<file path="src/rtl/hazard_forward_unit.sv">
// Operand-forwarding select and load-use stall generator for the 8-bit core.
// Holds a shadow copy of the EX/MEM/WB destination and control fields that
// advances in lockstep with the datapath pipeline registers.
module hazard_forward_unit #(
    parameter int unsigned REG_AW = 3,
    parameter int unsigned CNT_W  = 8
) (
    input  logic              clk,
    input  logic              rst_n,
    input  logic              id_valid,
    input  logic [REG_AW-1:0] id_rs1,
    input  logic [REG_AW-1:0] id_rs2,
    input  logic              id_use_rs1,
    input  logic              id_use_rs2,
    input  logic [REG_AW-1:0] id_rd,
    input  logic              id_reg_write,
    input  logic              id_mem_read,
    input  logic              flush,
    output logic [1:0]        forward_a,
    output logic [1:0]        forward_b,
    output logic              stall,
    output logic [CNT_W-1:0]  stall_count
);

    typedef enum logic [1:0] {
        FWD_RF    = 2'b00,
        FWD_EXMEM = 2'b01,
        FWD_MEMWB = 2'b10
    } fwd_sel_e;

    // EX shadow
    logic              ex_valid;
    logic [REG_AW-1:0] ex_rs1;
    logic [REG_AW-1:0] ex_rs2;
    logic              ex_use1;
    logic              ex_use2;
    logic [REG_AW-1:0] ex_rd;
    logic              ex_we;
    logic              ex_ld;
    // MEM shadow
    logic              mem_valid;
    logic [REG_AW-1:0] mem_rd;
    logic              mem_we;
    // WB shadow
    logic              wb_valid;
    logic [REG_AW-1:0] wb_rd;
    logic              wb_we;

    fwd_sel_e fwd_a_sel;
    fwd_sel_e fwd_b_sel;
    logic     load_use;

    // Operand A select: the MEM-stage writer is newer than WB, so it wins.
    always_comb begin
        fwd_a_sel = FWD_RF;
        if (ex_valid && ex_use1) begin
            if (mem_valid && mem_we && (mem_rd == ex_rs1)) begin
                fwd_a_sel = FWD_EXMEM;
            end else if (wb_valid && wb_we && (wb_rd == ex_rs1)) begin
                fwd_a_sel = FWD_MEMWB;
            end
        end
    end

    // Operand B select, same priority rule as operand A.
    always_comb begin
        fwd_b_sel = FWD_RF;
        if (ex_valid && ex_use2) begin
            if (mem_valid && mem_we && (mem_rd == ex_rs2)) begin
                fwd_b_sel = FWD_EXMEM;
            end else if (wb_valid && wb_we && (wb_rd == ex_rs2)) begin
                fwd_b_sel = FWD_MEMWB;
            end
        end
    end

    // Load in EX whose result the ID instruction needs; a squashed ID
    // instruction never needs to wait.
    always_comb begin
        load_use = id_valid && ex_valid && ex_ld && ex_we &&
                   ((id_use_rs1 && (id_rs1 == ex_rd)) ||
                    (id_use_rs2 && (id_rs2 == ex_rd)));
        stall    = load_use && !flush;
    end

    assign forward_a = fwd_a_sel;
    assign forward_b = fwd_b_sel;

    // Shadow pipeline advance; EX takes a bubble on flush or stall.
    always_ff @(posedge clk or negedge rst_n) begin
        if (!rst_n) begin
            ex_valid  <= 1'b0;
            ex_rs1    <= '0;
            ex_rs2    <= '0;
            ex_use1   <= 1'b0;
            ex_use2   <= 1'b0;
            ex_rd     <= '0;
            ex_we     <= 1'b0;
            ex_ld     <= 1'b0;
            mem_valid <= 1'b0;
            mem_rd    <= '0;
            mem_we    <= 1'b0;
            wb_valid  <= 1'b0;
            wb_rd     <= '0;
            wb_we     <= 1'b0;
        end else begin
            mem_valid <= ex_valid;
            mem_rd    <= ex_rd;
            mem_we    <= ex_we;
            wb_valid  <= mem_valid;
            wb_rd     <= mem_rd;
            wb_we     <= mem_we;
            if (flush || stall) begin
                ex_valid <= 1'b0;
            end else begin
                ex_valid <= id_valid;
                ex_rs1   <= id_rs1;
                ex_rs2   <= id_rs2;
                ex_use1  <= id_use_rs1;
                ex_use2  <= id_use_rs2;
                ex_rd    <= id_rd;
                ex_we    <= id_reg_write;
                ex_ld    <= id_mem_read;
            end
        end
    end

    // Saturating count of load-use stall cycles.
    always_ff @(posedge clk or negedge rst_n) begin
        if (!rst_n) begin
            stall_count <= '0;
        end else if (stall && (stall_count != '1)) begin
            stall_count <= stall_count + CNT_W'(1);
        end
    end

endmodule

</file>
<file path="config.mk">
export PLATFORM = sky130hd
export DESIGN_NAME = hazard_forward_unit
export DESIGN_NICKNAME = d
export VERILOG_FILES = /design/src/rtl/hazard_forward_unit.sv
export SDC_FILE = /design/constraint.sdc
export NUM_CORES = 1
export LEC_CHECK = 0
export ABC_AREA = 1
export BUFFER_PORTS_ARGS = -buffer_cell sky130_fd_sc_hd__buf_2
export CAP_MARGIN = 5
export CORE_ASPECT_RATIO = 0.7
export CORE_MARGIN = 10
export CORE_UTILIZATION = 40
export DETAILED_ROUTE_END_ITERATION = 8
export GPL_ROUTABILITY_DRIVEN = 0
export PLACE_DENSITY = 0.62
export REMOVE_ABC_BUFFERS = 1
export SETUP_SLACK_MARGIN = 0.1
export SYNTH_ARGS = -nofsm -noshare
export SYNTH_HDL_FRONTEND = slang
export SYNTH_SLANG_ARGS = --single-unit
</file>
<file path="constraint.sdc">
create_clock -name clk -period 1.9 [get_ports clk]
set_input_delay 0.095 -clock clk [delete_from_list [all_inputs] [get_ports clk]]
set_output_delay 0.095 -clock clk [all_outputs]
set_load 0.005 [all_outputs]
</file>
==> results by group <==
Global routing
  – Via count of the first global-routing pass: 1184
  – Initial antenna violation count: 0
  – GR Util All Layers: 10.4%
  – Maximum number of pins on one net before global-route repair: 33
  – First-pass GRT wire length: 5640 µm
  – Aggregate global routing overflow: 0

Die
  – Full die area: 6870 µm²
  – Starting density of the core: 43.0%
  – Floorplan die width: 94.9 µm
  – Floorplan row count: 18
  – Floorplan core area: 3650 µm²
  – Vertical die dimension: 72.4 µm
  – I/O pin count: 30

CTS
  – Clock tree from TritonCTS: built
  – Clock buffer count from CTS: 5
  – Clock latency on the worst-skew pair: 0.28 ns
  – Cell at the root of the clock tree: sky130_fd_sc_hd__clkbuf_8
  – Worst-case clock buffer depth: 2
  – Post-CTS resize count: 0
  – Num Clock Sinks: 32
  – Count of H-tree levels built during CTS: 2
  – Clock slew seen by the registers of the worst setup and hold paths: 0.07 ns

Logic synthesis
  – Post-synthesis area per instance: 8.26 µm²
  – Cell types with the largest area share after synthesis: sky130_fd_sc_hd__dfrtp_1, sky130_fd_sc_hd__nand2_1, sky130_fd_sc_hd__xor2_1
  – Number of instances in the synthesized netlist: 190
  – Summed instance area of the synthesized netlist: 1570 µm²
  – Largest family of logic cells by synthesized area: simple AND/OR/NAND/NOR gates
  – Library cells used by synthesis: 24
  – Adder and majority gate portion of the synthesized area: 0.797%
  – Mux share of post-synthesis cell area: 0%
  – Biggest area consumer among synthesized cells: sky130_fd_sc_hd__dfrtp_1
  – Post-synthesis compound-gate area fraction: 2.23%
  – Share of the synthesized area in the top cell type: 51.0%
  – Total of warnings raised by yosys: 0
  – Post-synthesis sequential area ratio: 51.0%
  – Share of synthesized cell area in and, or, nand and nor gates: 31.7%
  – Xor-xnor portion of the synthesized cell area: 8.92%
  – #FFs+latches synth: 32

Worst setup path
  – Critical path type: register to output pin
  – Crit path buf inv count: 1
  – Crit-path leading delay family: simple AND/OR/NAND/NOR gates
  – Crit path capture type: output pin
  – Worst-path cell chain: xor2_1 > nor4_1 > nor2b_1 > buf_2
  – Critical path fanouts, max: 3
  – WP data arrival: 1.52 ns
  – Launching element type of the critical path: register
  – RR Startpoint: stall_count[0]$_DFFE_PN0P_
  – CP max stage cell: sky130_fd_sc_hd__dfrtp_1
  – Data required time of the critical path: 1.80 ns
  – Worst Setup SP: mem_rd[1]$_DFF_PN0_
  – Longest individual stage delay on the worst path: 0.42 ns

Power
  – Pwr Density: 825 nW/µm²
  – Internal power component: 1.18 mW
  – Switching power summed over all nets: 383 µW
  – Switching power share of the total: 24.5%
  – Sequential group share of total power: 49.3%
  – Share of total power in the clock network: 40.8%
  – Total Power Consumption: 1.57 mW
  – Largest vdd supply drop: 0.610 mV
  – Leakage power: 1.06 nW
  – Share of power burned in combinational logic: 9.8%

Min path
  – Hold Crit Class: primary input to register
  – Hold Startpoint: id_valid

Placed design
  – Port-buffer cells: 29
  – Detailed Place HPWL: 2540 µm

Drt
  – Pre-Repair DR Iteration Count: 4
  – Routed length on met3: 132 µm
  – Routed length on met1: 1760 µm
  – DR WL/cell: 11.9 µm
  – Vias per cell: 4.40
  – Uppermost routed layer: met4
  – DRT Wirelength: 3310 µm
  – Vias after detailed routing: 1222
  – Met2 Routed Length: 1360 µm
  – Iteration-0 DRC Markers: 67
  – DRC violation count after routing: 0
  – Count of antenna-violating nets left after detailed routing: 0

Cells and area
  – Relative area change from synthesis to final layout: 20.9%
  – Layout fillers: 357
  – Leading cell types in the layout, fill and taps excluded: sky130_fd_sc_hd__nand2_1, sky130_fd_sc_hd__dfrtp_1, sky130_fd_sc_hd__buf_2
  – Most common cell after layout, fill and taps aside: sky130_fd_sc_hd__nand2_1
  – Final net count: 245
  – Antenna diodes: 0
  – Layout cells sized above 1: 19.7%
  – Final core area utilization: 52.0%

Run status
  – Result of the run: finished, final reports clean

Timing
  – Worst Clk Skew: 0.00624 ns
  – Total negative slack for setup checks: 0 ns
  – Endpoints failing hold: 0
  – Minimum period implied by the final worst setup slack: 1.62 ns
  – Setup violators final: 0
  – Max-slew headroom: 55.1%
  – Least-Margin Pin Slew: 0.674 ns
  – Unrepaired setup endpoints after global routing: no
  – Fin. max-slew vios: 0
  – F_max: 619 MHz
  – Ratio of final minimum period to clock period: 85.0%

Flow run
  – Number of violations of the max-capacitance limit: 0
[worst reg2reg max path, cell delays in order, from the launching register on]
cell	delay, ns
sky130_fd_sc_hd__dfrtp_1	0.42
sky130_fd_sc_hd__ha_1	0.24
sky130_fd_sc_hd__nand2_1	0.09
sky130_fd_sc_hd__nand3b_1	0.14
sky130_fd_sc_hd__nor2_1	0.05
sky130_fd_sc_hd__nand2_1	0.07
sky130_fd_sc_hd__nand4_1	0.07
sky130_fd_sc_hd__buf_4	0.18
sky130_fd_sc_hd__nand2_1	0.07
sky130_fd_sc_hd__nand2_1	0.06
[synth_stat cells]
cell type	number
sky130_fd_sc_hd__a21oi_1	1
sky130_fd_sc_hd__buf_2	1
sky130_fd_sc_hd__buf_6	1
sky130_fd_sc_hd__dfrtp_1	32
sky130_fd_sc_hd__ha_1	1
sky130_fd_sc_hd__inv_1	17
sky130_fd_sc_hd__inv_2	1
sky130_fd_sc_hd__nand2_1	75
sky130_fd_sc_hd__nand2_2	1
sky130_fd_sc_hd__nand2_4	1
sky130_fd_sc_hd__nand2_8	1
sky130_fd_sc_hd__nand3_1	11
sky130_fd_sc_hd__nand3b_1	1
sky130_fd_sc_hd__nand4_1	2
sky130_fd_sc_hd__nor2_1	14
sky130_fd_sc_hd__nor2_4	1
sky130_fd_sc_hd__nor2b_1	1
sky130_fd_sc_hd__nor3_1	3
sky130_fd_sc_hd__nor4_1	2
sky130_fd_sc_hd__o21ai_0	5
sky130_fd_sc_hd__o21ai_1	1
sky130_fd_sc_hd__or2_2	1
sky130_fd_sc_hd__xnor2_1	5
sky130_fd_sc_hd__xor2_1	11
[worst paths after layout]
kind                                               to  slack [ns]  depth (start not counted)
min                                ex_valid$_DFF_PN0_        0.03                          3
min reg2reg                        wb_valid$_DFF_PN0_        0.38                          0
min in group asynchronous        ex_rd[2]$_DFFE_PN0N_        0.39                          2
max in group asynchronous  stall_count[1]$_DFFE_PN0P_        1.08                          2
max                                      forward_a[0]        0.28                          4
max reg2reg                stall_count[2]$_DFFE_PN0P_        0.41                          9
[stage by stage]
stage | worst slack (ns) | area [µm²] | cells | hold WS, ns
3_3_place_gp | 0.337 | 1770 | 268 | 0.177
4_1_cts | 0.229 | 1890 | 277 | 0.0216
5_1_grt | 0.140 | 1900 | 278 | 0.0247
2_1_floorplan | 0.465 | 1550 | 188 | -0.201
3_5_place_dp | 0.266 | 1770 | 268 | 0.172
6_report | 0.284 | 1900 | 278 | 0.0288
[cell type report]
class,instances,area [µm²],area share [%]
flip-flops and latches,32,801,42.2
multi-input cells,138,686,36.1
repair buffers,32,170,8.97
clock buffers,5,68.8,3.63
inverters,18,67.6,3.56
well taps,50,62.6,3.30
clock inverters,3,42.5,2.24
[power groups by stage]
stage          logic [mW]  registers [mW]  clock network [mW]
2_1_floorplan       0.100           0.773                   0
3_3_place_gp        0.154           0.783                   0
3_5_place_dp        0.155           0.785                   0
4_1_cts             0.157           0.772               0.650
5_1_grt             0.180           0.780               0.678
6_report            0.154           0.773               0.639
[metal layers]
layer / up-vias / GRT usage, %
met1: 533 / 14.1
li1: 660 / -
met5: - / 0
met4: 0 / 4.80
met2: 23 / 14.7
met3: 6 / 3.08
[cells by family after synthesis]
| logic type | after synthesis |
|---|---|
| AND/OR/NAND/NOR | 114 |
| buffers and inverters | 20 |
| adder cells (fa/ha/maj) | 1 |
| flip-flops | 32 |
| AO/OA/AOI/OAI | 7 |
| XOR/XNOR | 16 |
[state kept, by name, summed over array words and instances (netlist names), 3 cells and up]
signal,flops
stall_count,8
ex_rs2,3
wb_rd,3
ex_rs1,3
ex_rd,3
mem_rd,3
[what timing repair did]
item,CTS,global route
buffers inserted,0,1
hold endpoints to repair,32,0
endpoints found under the setup margin,0,8
hold buffers,1,0
Note: power is estimated with default switching activity, not from simulation.
